$ cat src/rtl/icache_pkg.sv
// Shared types and address-split width helpers for the instruction cache.
package icache_pkg;

  typedef enum logic {StIdle, StRefill} state_e;

  function automatic int unsigned off_w(input int unsigned words);
    return $clog2(words);
  endfunction

  function automatic int unsigned idx_w(input int unsigned lines);
    return $clog2(lines);
  endfunction

  function automatic int unsigned tag_w(input int unsigned lines, input int unsigned words);
    return 30 - $clog2(lines) - $clog2(words);
  endfunction

endpackage

$ cat src/rtl/icache_data_ram.sv
// LINES x WORDS x 32 data array: combinational read, one synchronous write port.
module icache_data_ram
  import icache_pkg::*;
#(
  parameter int unsigned LINES = 16,
  parameter int unsigned WORDS = 4,
  localparam int unsigned IW = idx_w(LINES),
  localparam int unsigned OW = off_w(WORDS)
) (
  input  logic          i_clk,
  input  logic          i_we,
  input  logic [IW-1:0] i_widx,
  input  logic [OW-1:0] i_woff,
  input  logic [31:0]   i_wdata,
  input  logic [IW-1:0] i_ridx,
  input  logic [OW-1:0] i_roff,
  output logic [31:0]   o_rdata
);

  logic [31:0] r_mem [LINES*WORDS];

  always_ff @(posedge i_clk) begin
    if (i_we) r_mem[{i_widx, i_woff}] <= i_wdata;
  end

  assign o_rdata = r_mem[{i_ridx, i_roff}];

endmodule

$ cat src/rtl/icache_refill_ctrl.sv
// Direct-mapped I-cache with word-per-beat miss refill and fence.i flush.
// Optional hit/miss counters when ICACHE_PERF_EN is defined.
module icache_refill_ctrl
  import icache_pkg::*;
#(
  parameter int unsigned LINES = 16,
  parameter int unsigned WORDS = 4
) (
  input  logic        i_clk,
  input  logic        i_rst_n,
  input  logic [31:0] i_pc,
  input  logic        i_fetch_req,
  input  logic        i_flush,
  output logic [31:0] o_instr,
  output logic        o_instr_valid,
  output logic        o_stall,
  output logic        o_mem_req,
  output logic [31:0] o_mem_addr,
  input  logic        i_mem_ack,
  input  logic [31:0] i_mem_rdata
`ifdef ICACHE_PERF_EN
  ,
  output logic [31:0] o_hit_cnt,
  output logic [31:0] o_miss_cnt
`endif
);

  localparam int unsigned OW = off_w(WORDS);
  localparam int unsigned IW = idx_w(LINES);
  localparam int unsigned TW = tag_w(LINES, WORDS);
  localparam int unsigned LW = 30 - OW;
  localparam logic [OW-1:0] LAST_BEAT = OW'(WORDS - 1);

  state_e          r_state, w_state_nxt;
  logic [OW-1:0]   r_beat;
  logic            r_pend;
  logic [LINES-1:0] r_valid;
  logic [TW-1:0]   r_tag [LINES];
  logic [LW-1:0]   r_miss_line;

  logic [OW-1:0] w_off;
  logic [IW-1:0] w_idx;
  logic [TW-1:0] w_tag;
  logic [IW-1:0] w_fill_idx;
  logic [TW-1:0] w_fill_tag;
  logic [31:0]   w_rdata;
  logic          w_hit, w_ack, w_last, w_done, w_miss_start;
  logic          w_instr_valid, w_stall, w_mem_req;
  logic          w_unused_pc;

  assign w_off       = i_pc[OW+1:2];
  assign w_idx       = i_pc[OW+IW+1:OW+2];
  assign w_tag       = i_pc[31:OW+IW+2];
  assign w_unused_pc = ^i_pc[1:0];
  assign w_fill_idx  = r_miss_line[IW-1:0];
  assign w_fill_tag  = r_miss_line[LW-1:IW];

  assign w_hit  = r_valid[w_idx] && (r_tag[w_idx] == w_tag);
  assign w_ack  = (r_state == StRefill) && i_mem_ack;
  assign w_last = (r_beat == LAST_BEAT);
  assign w_done = w_ack && w_last;

  always_comb begin
    w_state_nxt   = r_state;
    w_instr_valid = 1'b0;
    w_stall       = 1'b0;
    w_mem_req     = 1'b0;
    unique case (r_state)
      StIdle: begin
        // A flush wins over a same-cycle hit; the fetch retries next cycle.
        w_instr_valid = i_fetch_req && w_hit && !i_flush;
        w_stall       = i_fetch_req && (i_flush || !w_hit);
        if (i_fetch_req && !w_hit && !i_flush) w_state_nxt = StRefill;
      end
      StRefill: begin
        w_stall   = 1'b1;
        w_mem_req = 1'b1;
        if (w_done) w_state_nxt = StIdle;
      end
      default: w_state_nxt = StIdle;
    endcase
  end

  assign w_miss_start = (r_state == StIdle) && (w_state_nxt == StRefill);

  // Outputs are forced low while reset is held, independent of array contents.
  assign o_instr_valid = i_rst_n && w_instr_valid;
  assign o_stall       = i_rst_n && w_stall;
  assign o_mem_req     = i_rst_n && w_mem_req;
  assign o_instr       = i_rst_n ? w_rdata : 32'h0;
  assign o_mem_addr    = {r_miss_line, r_beat, 2'b00};

  always_ff @(posedge i_clk or negedge i_rst_n) begin
    if (!i_rst_n) begin
      r_state     <= StIdle;
      r_beat      <= '0;
      r_pend      <= 1'b0;
      r_valid     <= '0;
      r_miss_line <= '0;
    end else begin
      r_state <= w_state_nxt;
      if (w_miss_start) r_miss_line <= i_pc[31:OW+2];
      if (r_state == StIdle && i_flush) r_valid <= '0;
      if (w_ack) r_beat <= w_last ? '0 : r_beat + 1'b1;
      if (w_done) begin
        if (r_pend || i_flush) begin
          r_valid <= '0;
          r_pend  <= 1'b0;
        end else begin
          r_valid[w_fill_idx] <= 1'b1;
        end
      end else if (r_state == StRefill && i_flush) begin
        r_pend <= 1'b1;
      end
    end
  end

  always_ff @(posedge i_clk) begin
    if (w_done) r_tag[w_fill_idx] <= w_fill_tag;
  end

  icache_data_ram #(
    .LINES (LINES),
    .WORDS (WORDS)
  ) u_data_ram (
    .i_clk   (i_clk),
    .i_we    (w_ack),
    .i_widx  (w_fill_idx),
    .i_woff  (r_beat),
    .i_wdata (i_mem_rdata),
    .i_ridx  (w_idx),
    .i_roff  (w_off),
    .o_rdata (w_rdata)
  );

`ifdef ICACHE_PERF_EN
  always_ff @(posedge i_clk or negedge i_rst_n) begin
    if (!i_rst_n) begin
      o_hit_cnt  <= '0;
      o_miss_cnt <= '0;
    end else if (r_state == StIdle && i_fetch_req) begin
      if (w_hit) o_hit_cnt <= o_hit_cnt + 32'd1;
      else       o_miss_cnt <= o_miss_cnt + 32'd1;
    end
  end
`endif

endmodule

$ cat config.mk
export PLATFORM = sky130hd
export DESIGN_NAME = icache_refill_ctrl
export DESIGN_NICKNAME = d
export VERILOG_FILES = /design/src/rtl/icache_pkg.sv /design/src/rtl/icache_data_ram.sv /design/src/rtl/icache_refill_ctrl.sv
export SDC_FILE = /design/constraint.sdc
export NUM_CORES = 2
export LEC_CHECK = 0
export CAP_MARGIN = 20
export CELL_PAD_IN_SITES_DETAIL_PLACEMENT = 0
export CELL_PAD_IN_SITES_GLOBAL_PLACEMENT = 1
export CORE_MARGIN = 2
export CORE_UTILIZATION = 55
export CTS_CLUSTER_DIAMETER = 60
export DETAILED_ROUTE_END_ITERATION = 7
export MAX_ROUTING_LAYER = met4
export PLACE_DENSITY = 0.85
export SLEW_MARGIN = 30
export SYNTH_ARGS = -nofsm -noshare
export SYNTH_HDL_FRONTEND = slang
export SYNTH_SLANG_ARGS = --single-unit
$ cat constraint.sdc
create_clock -name i_clk -period 11.1 [get_ports i_clk]
set_clock_uncertainty 0.05 [all_clocks]
set_input_delay 2.22 -clock i_clk [delete_from_list [all_inputs] [get_ports i_clk]]
set_output_delay 2.22 -clock i_clk [all_outputs]
set_load 0.005 [all_outputs]
# Yosys cells after proc, flatten, opt, wreduce, memory -nomap -nowiden
# Memory sizes are Yosys's and may differ from the RTL's.
# Index checks and enable logic that the tools add are counted.
# totals
regBits	48
latch_bits	0
mem_bits_rw	2432
mem_bits_ro	0
inputBits	69
elab_cells	59
memories	2
# op_classes
add_sub_neg	1
multipliers	0
n_div	0
n_lt_le_gt_ge	3
n_eq_ne	3
shifts	0
mux	22
n_bitwise	2
n_reduce_logical	21
# mem_list
memory	depth	word_bits	read_ports	rd_clocked_by_memory_dff	write_ports	line_no	rtl
u_data_ram.r_mem	64	32	1	0	1	icache_data_ram.sv:20	logic [31:0] r_mem [LINES*WORDS];
r_tag	16	24	1	0	1	icache_refill_ctrl.sv:38	logic [TW-1:0] r_tag [LINES];
# ops
op	n
2-to-1 mux 16 bit	3
2-to-1 mux 32 bit	1
equality test 24 bit	1
bitwise OR 16 bit	1
logical AND 1 bit	15
2-to-1 mux 1 bit	13
< comparator 4 x 5 -> 1 bit, second input constant	2
binary-select mux 1 bit (select 4 bit)	1
demux 1 bit (select 4 bit)	1
>= comparator 4 x 1 -> 1 bit, second input constant	1
one-hot mux 1 bit (2 select lines)	2
adder 2 x 1 -> 2 bit, second input constant	1
equality test 2 bit, second input constant	1
logical NOT 1 bit	2
logical OR 1 bit	2
2-to-1 mux 2 bit	1
!= test 2 x 1 -> 1 bit, second input constant	1
AND reduction 2 bit	1
nonzero test 2 bit	1
inverter 1 bit	1

# Longest topological paths before layout
# depth
depth_word	9
ltp_mapped	15
mapped_depth_nobuf	8

# Cells and area by module
# Synthesis repeated with hierarchy kept, for this count alone.
# unflattened
cells_unflattened	4179
area_unflattened_um2	95360.2
# modules_own_cells
mod	instances	cells_each	area_per_inst_um2	seq_area_each_um2
icache_data_ram	1	3292	77874.7	61499.0
icache_refill_ctrl	1	887	17485.5	12732.2

# Least setup slack after synthesis
# No wires, ideal clock.
# synth_timing
kind	in2out
from	input i_pc[2]
to	output o_instr[2]
arrival_time_ps	5124
required_time_ps	8830
slack_ps	3706
cell_stages	9
path_buffers	4
path_cell_list	clkbuf_1 buf_1 clkbuf_1 buf_1 mux4_2 mux4_2 nand2_1 nand3_1 and3_1
# synth_via
elab_chain_len	2
# synth_rtl
item	line_no	rtl
start, declared	icache_refill_ctrl.sv:11	input logic [31:0] i_pc,
memory read (64 x 32 bit)	-	
2-to-1 mux 32 bit	icache_refill_ctrl.sv:90	assign o_instr = i_rst_n ? w_rdata : 32'h0;
end, declared	icache_refill_ctrl.sv:14	output logic [31:0] o_instr,
# No other way between the ends.

# Final worst setup path
# layout_timing
from	input i_pc[5]
to	output o_stall
# layout_via
elab_chain_len	8
# layout_rtl
item	line_no	rtl
memory read (16 x 24 bit) or binary-select mux 1 bit (select 4 bit) (tied branches)	-	
equality test 24 bit or 2-to-1 mux 1 bit (tied branches)	icache_refill_ctrl.sv:58	assign w_hit = r_valid[w_idx] && (r_tag[w_idx] == w_tag);
logical AND 1 bit (*)	icache_refill_ctrl.sv:58	
logical NOT 1 bit (*)	icache_refill_ctrl.sv:72	w_stall = i_fetch_req && (i_flush || !w_hit);
logical OR 1 bit (*)	icache_refill_ctrl.sv:72	
logical AND 1 bit (*)	icache_refill_ctrl.sv:72	
one-hot mux 1 bit (2 select lines) (*)	icache_refill_ctrl.sv:68	unique case (r_state)
logical AND 1 bit (*)	icache_refill_ctrl.sv:88	assign o_stall = i_rst_n && w_stall;
end, declared	icache_refill_ctrl.sv:16	output logic o_stall,
# Every way passes the cells marked *; elsewhere a longest branch is shown, timed or not. The select of a mux whose other input is x is not followed.

==> flow_summary.ini <==
[layout]
drive_above_1_share = 0.3084
area_growth_pct = 13.37
layout.cells.non_filler = 6736
finish.net_count = 4274
multi_input_area_um2 = 20660
fillers = 10687
register_area_um2 = 74230

[status]
outcome = completed

[job]
drv_cap = 0

[sta]
maxSlewViolCount = 0
tightestPinTransition_ns = 0.9653
min_period_over_period = 0.7806
grt_setup_unrepaired = false
finalSetupViolCount = 0
fmax_mhz = 115.4
tns_ns = 0
timing.slew.headroom = 0.3565
final-hold-violation-count = 0
post-route-min-period_ns = 8.664

[worst_setup_path]
cp_cell_sequence = buf_6 > buf_4 > mux4_2 > mux4_2 > xor2_1 > or4b_1 > nor4_4 > a31oi_1 > clkdlybuf4s50_1
crit_type = in -> out
critical-path-top-delay-family = buffers and inverters
timing.critical_path.mode_cell = mux4_2
critPathBufInv = 3
cp_max_fo = 71
crit_path_start_kind = input port
endpoint_kind = primary output
cp.arrival_ns = 6.39
slowest_stage = buf_4
cpPeakStageDelay_ns = 0.66
cp.required_ns = 8.83

[power_and_ir_drop]
ir_worst_vdd_uv = 159.6
leakage_nw = 33.63
p_total_w = 0.02078
power_density_nw_per_um2 = 192.5

[clock_tree]
cts_setup_buffers = 0
clk_pin_slew_ns = 0.07
ctsHoldBuffers = 0
clock-root-buffer = clkbuf_16
clk_latency_ns = 0.89
cts-buffers-inserted = 228
post_cts_resized = 0
cts_buffer_depth = 3
cts_num_sinks = 2480
htreeDepth = 4
tritoncts = done

[global_route]
use_met3 = 0.05214
grt_max_degree = 97
grt_overflow_total = 0
grt.met2_usage = 0.4739
use_met1 = 0.3586
grt_pass1_wl_um = 345200
grt_pass1_vias = 47078
antenna_found_initial = 17
busiest_layer = met2
grt.total_usage = 0.2886

[detailed_routing]
drt-initial-drc-count = 6491
vias = 46200
via_per_inst = 6.859
wl_per_cell_um = 36.34
drt_wl_total_um = 244800
firstDrtPassIters = 7
antenna_left = 0
drc_errors = 0

[floorplan]
core_area_um2 = 171700
die_w_um = 420.1
die-area_um2 = 176500
io_pins = 136
initial_utilization = 0.5545
die_h_um = 420.1
rows = 152

[synthesis]
synthFlopType = edfxtp_1
ys_async_sr_fraction = 0.01935
synth_cell_types = 60
synth_edf_count = 2432
synth-seq-cells = 2480
syn_inst = 3938
synth_warnings = 0
syn_area_um2 = 95230
syn_avg_cell_area_um2 = 24.18
yosysSeqAreaShare = 0.7795

[place]
gp_congestion = 0.7982
placed_cells = 6284
hpwl_um = 118400
io_buffers = 131

[min_path]
worst_hold_path_type = reg -> reg
==> power by group <==
group,total (W),internal [W],switching [W]
Sequential,0.0111,0.0108,0.000337
Combinational,0.00162,0.000631,0.000985
Clock,0.00803,0.00453,0.00350
Total,0.0208,0.0160,0.00482
==> sequential cells by signal, summed over array words and instances (netlist names) <==
register	flops
r_miss_line	28
r_tag	384
u_data_ram.r_mem	2048
r_valid	16
r_pend	1
r_state	1
r_beat	2
==> cell usage in the layout, fill, tap and decap left out, drive strengths merged, types with 10 or more instances in the layout <==
master,n
bufinv,31
and2,22
clkinv,108
nand2,80
xor2,17
diode,22
nand2b,10
mux2,31
and3,21
buf,154
edfxtp,2432
inv,16
mux4,754
clkdlybuf4s50,92
clkinvlp,13
clkbuf,268
nor2,100
a21oi,21
mux2i,57
nand3,34
dfrtp,48
nor3,11
==> cells in the mapped netlist (4+ instances only) <==
master,count,share of area
a21oi_1,21,0.0011
a221oi_1,4,0.00037
and2_1,22,0.0014
and3_1,21,0.0014
buf_1,40,0.0016
buf_2,12,0.00063
buf_4,16,0.0013
buf_6,6,0.00071
clkbuf_1,137,0.0054
dfrtp_1,48,0.013
edfxtp_1,2432,0.77
mux2_1,19,0.0022
mux2_4,9,0.0014
mux2i_1,57,0.0060
mux4_2,754,0.18
nand2_1,80,0.0032
nand2b_1,10,0.00066
nand3_1,34,0.0018
nor2_1,100,0.0039
nor2b_1,7,0.00046
nor3_1,10,0.00053
nor4_1,7,0.00046
o211ai_1,4,0.00032
o21ai_0,5,0.00026
xnor2_1,7,0.00064
xor2_1,17,0.0016
==> stage by stage <==
step / worst slack (ns) / utilization / hold slack [ns] / instance area, µm²
after floorplan: 3.706 / - / 0.4132 / 95230
after global placement: 2.403 / 0.5819 / 0.4352 / 99930
after detailed placement: 2.373 / 0.5831 / 0.4442 / 100100
after CTS: 2.379 / 0.6278 / 0.4634 / 107800
after global routing: 2.191 / 0.6285 / 0.4979 / 107900
final: 2.436 / 0.6287 / 0.4644 / 108000
==> logic make-up (layout without fill, tap and decap cells) <==
family                     Yosys count  in the layout  synth area share
AOI/OAI and AO/OA                   55             55          0.003758
xor gates and xnor gates            24             24          0.002207
adders and majority gates            1              1         0.0001314
buffers and inverters              217            682          0.009815
DFF                               2480           2480            0.7795
muxes                              842            842            0.1883
other                                1             24        0.00003938
and+or+nand+nor                    318            318           0.01623
==> final cells by class <==
type / instances / area share
sequential: 2480 / 0.6876
antenna: 22 / 0.0005099
timing repair buffer: 246 / 0.02225
clock buffer: 268 / 0.05442
tap: 2310 / 0.02677
clock inverter: 162 / 0.01676
inverter: 6 / 0.0003245
multi-input combinational: 1242 / 0.1914
==> path summary, 6_finish.rpt <==
path | startpoint | to | slack [ns] | cells past startpoint
min in group asynchronous | i_rst_n | r_miss_line[22]$_DFFE_PN0P_ | 1.16 | 1
setup / recovery | i_pc[5] | o_stall | 2.44 | 9
setup reg to reg | r_state$_DFF_PN0_ | u_data_ram.r_mem[43][6]$_DFFE_PP_ | 7.17 | 5
max in group asynchronous | i_rst_n | r_miss_line[20]$_DFFE_PN0P_ | 8.54 | 2
hold reg to reg | r_pend$_DFFE_PN0P_ | r_pend$_DFFE_PN0P_ | 0.46 | 2
hold / removal | r_pend$_DFFE_PN0P_ | r_pend$_DFFE_PN0P_ | 0.46 | 2
==> metal layers <==
| metal | up-vias | share of wire |
|---|---|---|
| met2 | 3364 | 0.52 |
| met5 | - | 0 |
| li1 | 17485 | - |
| met1 | 24704 | 0.34 |
| met3 | 647 | 0.096 |
| met4 | 0 | 0.046 |
==> tightest hold or removal path: cells and delay by family (launching register included) <==
family / cells / cell delay, ns
flops: 1 / 0.35
compound gates: 1 / 0.04
simple gates: 1 / 0.08
Power figures use the tool's default switching activity.
